`src/rtl/fixed_point_rescaler_pkg.sv`:
```
// Shared constants and types for the fixed-point rescaler and its companion divider.
package fixed_point_rescaler_pkg;

  localparam int unsigned FRAC_DEFAULT = 8;

  typedef enum logic [1:0] {
    IDLE = 2'd0,
    BUSY = 2'd1,
    DONE = 2'd2
  } state_t;

  // Half an LSB of the integer result, expressed in fractional units.
  function automatic int unsigned round_half(input int unsigned frac);
    return (frac == 0) ? 0 : (32'd1 << (frac - 1));
  endfunction

  localparam int unsigned ROUND_HALF = round_half(FRAC_DEFAULT);

endpackage

```
`src/rtl/fixed_point_rescaler_mul_core.sv`:
```
// Sequential shift-add multiplier: one bit of the multiplier per enabled clock, LSB first.
module fixed_point_rescaler_mul_core #(
  parameter int unsigned Q_W = 16,
  parameter int unsigned B_W = 8
) (
  input  logic                 clk,
  input  logic                 rst,
  input  logic                 i_start,
  input  logic                 i_en,
  input  logic [Q_W-1:0]       i_q,
  input  logic [B_W-1:0]       i_b,
  output logic                 o_done,
  output logic [Q_W+B_W-1:0]   o_acc_next
);

  localparam int unsigned P_W   = Q_W + B_W;
  localparam int unsigned CNT_W = (B_W > 1) ? $clog2(B_W) : 1;

  logic [P_W-1:0]   r_mcand;
  logic [B_W-1:0]   r_mult;
  logic [P_W-1:0]   r_acc;
  logic [CNT_W-1:0] r_cnt;
  logic [P_W-1:0]   w_acc_next;

  // The accumulator value after this step is exported so the final sum can be
  // registered on the same edge the last partial product is added.
  always_comb begin
    w_acc_next = r_mult[0] ? (r_acc + r_mcand) : r_acc;
  end

  assign o_acc_next = w_acc_next;
  assign o_done     = i_en && (r_cnt == CNT_W'(B_W - 1));

  always_ff @(posedge clk or posedge rst) begin
    if (rst) begin
      r_mcand <= '0;
      r_mult  <= '0;
      r_acc   <= '0;
      r_cnt   <= '0;
    end else if (i_start) begin
      r_mcand <= P_W'(i_q);
      r_mult  <= i_b;
      r_acc   <= '0;
      r_cnt   <= '0;
    end else if (i_en) begin
      r_acc   <= w_acc_next;
      r_mcand <= r_mcand << 1;
      r_mult  <= r_mult >> 1;
      r_cnt   <= r_cnt + CNT_W'(1);
    end
  end

endmodule

```
`src/rtl/fixed_point_rescaler.sv`:
```
// Rescales a fixed-point ratio back to an integer: a = round(q*b / 2^FRAC), saturated.
module fixed_point_rescaler
  import fixed_point_rescaler_pkg::*;
#(
  parameter int unsigned Q_W   = 16,
  parameter int unsigned B_W   = 8,
  parameter int unsigned FRAC  = FRAC_DEFAULT,
  parameter int unsigned ROUND = 1
) (
  input  logic           clk,
  input  logic           rst,
  input  logic           in_valid,
  output logic           in_ready,
  input  logic [Q_W-1:0] q,
  input  logic [B_W-1:0] b,
  output logic           out_valid,
  input  logic           out_ready,
  output logic [B_W-1:0] a,
  output logic           sat
);

  localparam int unsigned P_W = Q_W + B_W;
  localparam logic [P_W:0] RND_BIAS = (ROUND != 0) ? (P_W + 1)'(round_half(FRAC)) : '0;

  state_t         r_state;
  state_t         w_state_next;
  logic [B_W-1:0] r_a;
  logic           r_sat;
  logic           w_accept;
  logic           w_busy;
  logic           w_done;
  logic [P_W-1:0] w_acc_next;
  logic [P_W:0]   w_p;
  logic [P_W:0]   w_r;
  logic           w_clip;

  assign in_ready  = (r_state == IDLE);
  assign out_valid = (r_state == DONE);
  assign a         = r_a;
  assign sat       = r_sat;
  assign w_accept  = in_valid && in_ready;
  assign w_busy    = (r_state == BUSY);

  fixed_point_rescaler_mul_core #(
    .Q_W (Q_W),
    .B_W (B_W)
  ) u_core (
    .clk        (clk),
    .rst        (rst),
    .i_start    (w_accept),
    .i_en       (w_busy),
    .i_q        (q),
    .i_b        (b),
    .o_done     (w_done),
    .o_acc_next (w_acc_next)
  );

  // One extra bit keeps the rounding add from wrapping on the largest product.
  always_comb begin
    w_p    = {1'b0, w_acc_next} + RND_BIAS;
    w_r    = w_p >> FRAC;
    w_clip = |w_r[P_W:B_W];
  end

  always_comb begin
    w_state_next = r_state;
    case (r_state)
      IDLE:    if (in_valid)  w_state_next = BUSY;
      BUSY:    if (w_done)    w_state_next = DONE;
      DONE:    if (out_ready) w_state_next = IDLE;
      default: w_state_next = IDLE;
    endcase
  end

  always_ff @(posedge clk or posedge rst) begin
    if (rst) begin
      r_state <= IDLE;
      r_a     <= '0;
      r_sat   <= 1'b0;
    end else begin
      r_state <= w_state_next;
      if (w_busy && w_done) begin
        r_a   <= w_clip ? '1 : w_r[B_W-1:0];
        r_sat <= w_clip;
      end
    end
  end

endmodule

```
`config.mk`:
```
export PLATFORM = sky130hd
export DESIGN_NAME = fixed_point_rescaler
export DESIGN_NICKNAME = d
export VERILOG_FILES = /design/src/rtl/fixed_point_rescaler_pkg.sv /design/src/rtl/fixed_point_rescaler_mul_core.sv /design/src/rtl/fixed_point_rescaler.sv
export SDC_FILE = /design/constraint.sdc
export NUM_CORES = 1
export LEC_CHECK = 0
export CORE_MARGIN = 3
export CORE_UTILIZATION = 40
export DETAILED_ROUTE_END_ITERATION = 8
export DONT_BUFFER_PORTS = 1
export GPL_ROUTABILITY_DRIVEN = 1
export HOLD_SLACK_MARGIN = 0.12
export PLACE_DENSITY = 0.66
export SLEW_MARGIN = 10
export SYNTH_ARGS = -nofsm -noshare
export SYNTH_HDL_FRONTEND = slang
export SYNTH_HIERARCHICAL = 1
export SYNTH_SLANG_ARGS = --single-unit
export TNS_END_PERCENT = 1
```
`constraint.sdc`:
```
create_clock -name clk -period 3.7 [get_ports clk]
set_clock_uncertainty 0.2 [all_clocks]
set_input_delay 0.925 -clock clk [delete_from_list [all_inputs] [get_ports clk]]
set_output_delay 0.925 -clock clk [all_outputs]
set_load 0.03 [all_outputs]
```
# Word level (Yosys, flattened, before mapping)
# Cells that the tools add are included.
# word_totals
regBits	70
latch_bits	0
ramBits	0
mem_bits_ro	0
out_inout_bits	11
memories	0
# op_classes
add_sub_neg	3
mul	0
n_div	0
magnitude_cmp	0
n_eq_ne	6
shifts	0
muxes	14
bitwise_logic	0
reduce_logical	7
# op_table
op	count
$mux 24	5
$add 24x8->25 const B	1
$add 24x24->24	1
$mux 8	3
$reduce_or 9->1	1
$mux 2	3
$mux 3	2
$pmux 2 s3	1
$ne 2x2->1 const B	2
$add 3x1->3 const B	1
$eq 3x3->1 const B	1
$logic_and 1x1->1	3
$reduce_and 3->1	1
$eq 2x1->1 const B	1
$eq 2x2->1 const B	1
$logic_not 2->1	1
$ne 2x1->1 const B	1
$reduce_bool 2->1	1

# Longest topological paths before layout
# Gate-level depths: netlist of the first run.
# depth
ltp_word	5
ltp_mapped	14

# Hierarchy
# Netlist of the first run, hierarchy kept.
# by_module_without_submodules
module	n_inst	cells_each	area_each_um2
fixed_point_rescaler_mul_core	1	518	4394.2
fixed_point_rescaler	1	97	809.5

# Worst setup path before layout of the first run
# OpenSTA, ideal clock, no wires.
# synth_path
path_type	flip-flop to flip-flop
start	register u_core.r_mcand[0]
end	register r_a[0] (netlist: a[0])
arrival_time_ps	3571
required_time_ps	3349
slack_ps	-221
stages_incl_launch_ff	14
synth_period_minus_slack_ps	3921
path_cell_list	dfrtp_1 -> ha_1 -> fa_1 -> a211oi_2 -> o21ai_1 -> a32o_1 -> o21ba_1 -> o21a_1 -> o31ai_1 -> nand4_1 -> nor4_1 -> xor2_1 -> a2111oi_4 -> a31oi_1
# synth_via
elab_chain_len	5
# synth_lines
item	line_no	text
from (decl)	fixed_point_rescaler_mul_core.sv:19	logic [P_W-1:0] r_mcand;
from (signal assigned)	fixed_point_rescaler_mul_core.sv:41	r_mcand <= P_W'(i_q);
from (signal assigned)	fixed_point_rescaler_mul_core.sv:47	r_mcand <= r_mcand << 1;
$add 24x24->24	fixed_point_rescaler_mul_core.sv:28	w_acc_next = r_mult[0] ? (r_acc + r_mcand) : r_acc;
$mux 24	fixed_point_rescaler_mul_core.sv:28	
named net w_acc_next[16]	fixed_point_rescaler.sv:32	logic [P_W-1:0] w_acc_next;
$add 24x8->25	fixed_point_rescaler.sv:60	w_p = {1'b0, w_acc_next} + RND_BIAS;
$reduce_or 9->1	fixed_point_rescaler.sv:62	w_clip = |w_r[P_W:B_W];
$mux 8	fixed_point_rescaler.sv:83	r_a <= w_clip ? '1 : w_r[B_W-1:0];
to (signal assigned)	fixed_point_rescaler.sv:83	
to (decl)	fixed_point_rescaler.sv:27	logic [B_W-1:0] r_a;
# The timed path passes the listed nets, and every way through them passes these cells.
# A chain may end at the register's enable or synchronous reset.

# Final worst setup path of the first run
# layout_path
start	register u_core.r_mcand[10]
end	register r_a[3] (netlist: a[3])
# Same word-level chain as after synthesis.

==> results.md, run 1 <==
* HPWL Detailed at 10200 microns
* Die Footprint at 14400 sq um
* CTS Hold Buffers Added at 0
* Num CTS Buffers at 9
* Required @ worst endpoint at 3.72 ns
* Switching portion of total power at 47.9%
* Filler cell count at 1159
* DR pass1 iterations at 7
* Core area at 12400 sq um
* Total power at 0.00632 W
* Setup ws final at -0.0923 ns
* Power Density at 1020 nW/um^2
* Antenna Cells at 0
* Area of the multi-input gates at 3440 sq um
* Failing checks: negative setup slack
* First-pass GRT wire length at 23000 microns
* Post-synth net total at 669
* Final min period at 3.79 ns
* Hold_ws at 0.255 ns
* RSZ-0062 raised after global routing: true
* TritonCTS clock tree: done
* Grt ovf at 0
* Starting Density at 42.0%
* Number of clock sinks at 70
* Floorplan row count at 40
* Final wirelength at 14200 microns
* Maximum fanout along the worst path at 5
* H-tree Lvls at 3
* Hold Fails Final Rpt at 0
* Final Max Slew Viols at 0
* Via density at 5.89
* Latest clock arrival within the worst-skew pair at 0.34 ns
* FMAX at 264 MHz
* CP startpoint kind: flip-flop
* Share of cells above drive strength 1 at 19.7%
* Combinational share of power at 63.9%
* Reg clk slew, reported paths at 0.06 ns
* Worst IR Drop VDD at 0.439 mV
* Util after Layout at 50.0%
* Die H at 120 microns
* P_leak at 2.87 nW
* Status: complete, but fails checks
* Routed Antenna Nets at 0
* Crit path DAT at 3.81 ns
* Class of the worst hold path: input port to async pin
* GP Congestion at 0.944
* Avg Cell Area, Syn at 8.46 sq um
* Die width at 120 microns
* Register share of total power at 23.4%
* Internal power at 0.00329 W
* Worst Setup End Kind: flip-flop
* GRT Total Usage at 19.9%
* Ports at 39
* Port bufs at 0
* Mapped Area at 5190 sq um
* WL/cell at 17.3 microns
* Clk pwr share at 12.7%
* Psw at 0.00303 W
* Vias in the first global route at 4620
* Antenna violations before repair at 0
* FF-to-FF Start: u_core/r_mcand[10]
* Largest net degree at the start of global routing at 60
* Synth Instances at 614
* Vias at 4812
* Drc violations at 0
* Warnings from Yosys at 6
* Final setup vio count at 9
* Max-Slew Margin vs Limit at 55.3%
* CTS Root Cell: clkbuf_16
* Worst setup path startpoint: u_core/r_mcand[10]
* Clock Tree Buf Depth at 2
* Setup TNS at -0.696 ns
* Setup WS pre-CTS at -0.268 ns
* Area Growth Syn to Fin at 19.1%
* Reg area at 1750 sq um
* Slew of the pin with the lowest slew margin at 0.670 ns
* Tcrit/Tclk final at 102%
* Crit path kind: flip-flop to flip-flop
* Final net count at 699
* Iter 0 DRT Violations at 249
* Max_cap viols at 0
[final timing paths]
check / endpoint / slack, ns / cells past startpoint
worst min register to register: u_core/r_acc[16] / 0.33 / 2
worst max-delay path: a[3] / -0.09 / 12
worst max register to register: a[3] / -0.09 / 12
min in group clk: u_core/r_acc[16] / 0.33 / 2
max in group asynchronous: u_core/r_mcand[1] / 2.69 / 2
worst min-delay path: r_state[1] / 0.26 / 1
[worst max-delay path: stages, from the launching register on]
cell	delay [ns]
dfrtp_1	0.41
ha_1	0.39
a41o_1	0.29
a21o_1	0.20
or4_1	0.52
nor3b_1	0.16
a21o_1	0.25
nand4_4	0.20
nor3_4	0.07
or3_4	0.34
a2111oi_4	0.34
buf_2	0.21
a31oi_1	0.08
[routing by layer]
layer	GRT usage, %	up-vias	wire length [microns]
met5	0	-	0
met4	8.88	0	467
met3	4.24	33	625
met2	33.5	139	6960
met1	24.5	2341	6110
li1	-	2299	-
[final cells by class]
type,count,area share (%)
multi-input cells,486,55.6
clock buffers,13,4.05
flip-flops and latches,70,28.3
repair buffers,57,7.08
inverters,20,1.21
clock inverters,3,0.324
well taps,168,3.40
[power by group through the flow]
stage	Clock, W	Sequential [W]	Combinational (W)
5_1_grt	0.000853	0.00153	0.00442
6_report	0.000800	0.00148	0.00404
3_5_place_dp	0	0.00148	0.00374
4_1_cts	0.000816	0.00148	0.00386
3_3_place_gp	0	0.00147	0.00365
2_1_floorplan	0	0.00138	0.00272
[flip-flops by register name, indices dropped and copies added, names as in the netlist]
name and flops:
u_core/r_cnt 3, sat 1, a 8, u_core/r_acc 24, u_core/r_mcand 24, u_core/r_mult 8, r_state 2
[timing repair]
action	CTS	global route
resized for setup	16	29
setup buffers	6	0
pin swaps	10	7
cloned	1	0
endpoints found under the setup margin	9	9
endpoints found under the hold margin	0	0
[metrics by stage]
step | cells | cell area, sq um
floorplan | 614 | 5220
global placement | 794 | 5660
detailed placement | 794 | 5660
CTS | 817 | 6050
global route | 817 | 6180
finish | 817 | 6180
[cells in the final DEF, fill, tap and decap left out, types with 4 or more instances in the layout]
master     count
a21o_1        10
a21oi_1       28
a31oi_1       11
and2_1         4
buf_4         55
clkbuf_16      9
dfrtp_1       69
ha_1          24
inv_1         19
mux2_2         6
mux2i_1       37
nand2_1       71
nand2b_1       4
nand3_1       23
nand4_1       14
nor2_1        59
nor3_1        10
nor4_4         4
o211a_1        4
o21a_1         7
o21ai_0       40
o21ai_1        6
o21ai_2        5
o31ai_1        5
or3_1          7
xnor2_1       12
xor2_1         6
No activity file was read; power rests on OpenSTA's default activity.
==> inputs of run 2 (changes only) <==
Settings changed: ABC_CLOCK_PERIOD_IN_PS set to 3700, CTS_CLUSTER_DIAMETER set to 80.
==> results of run 2 <==
Final layout, timing and power as in run 1 (identical DEF).
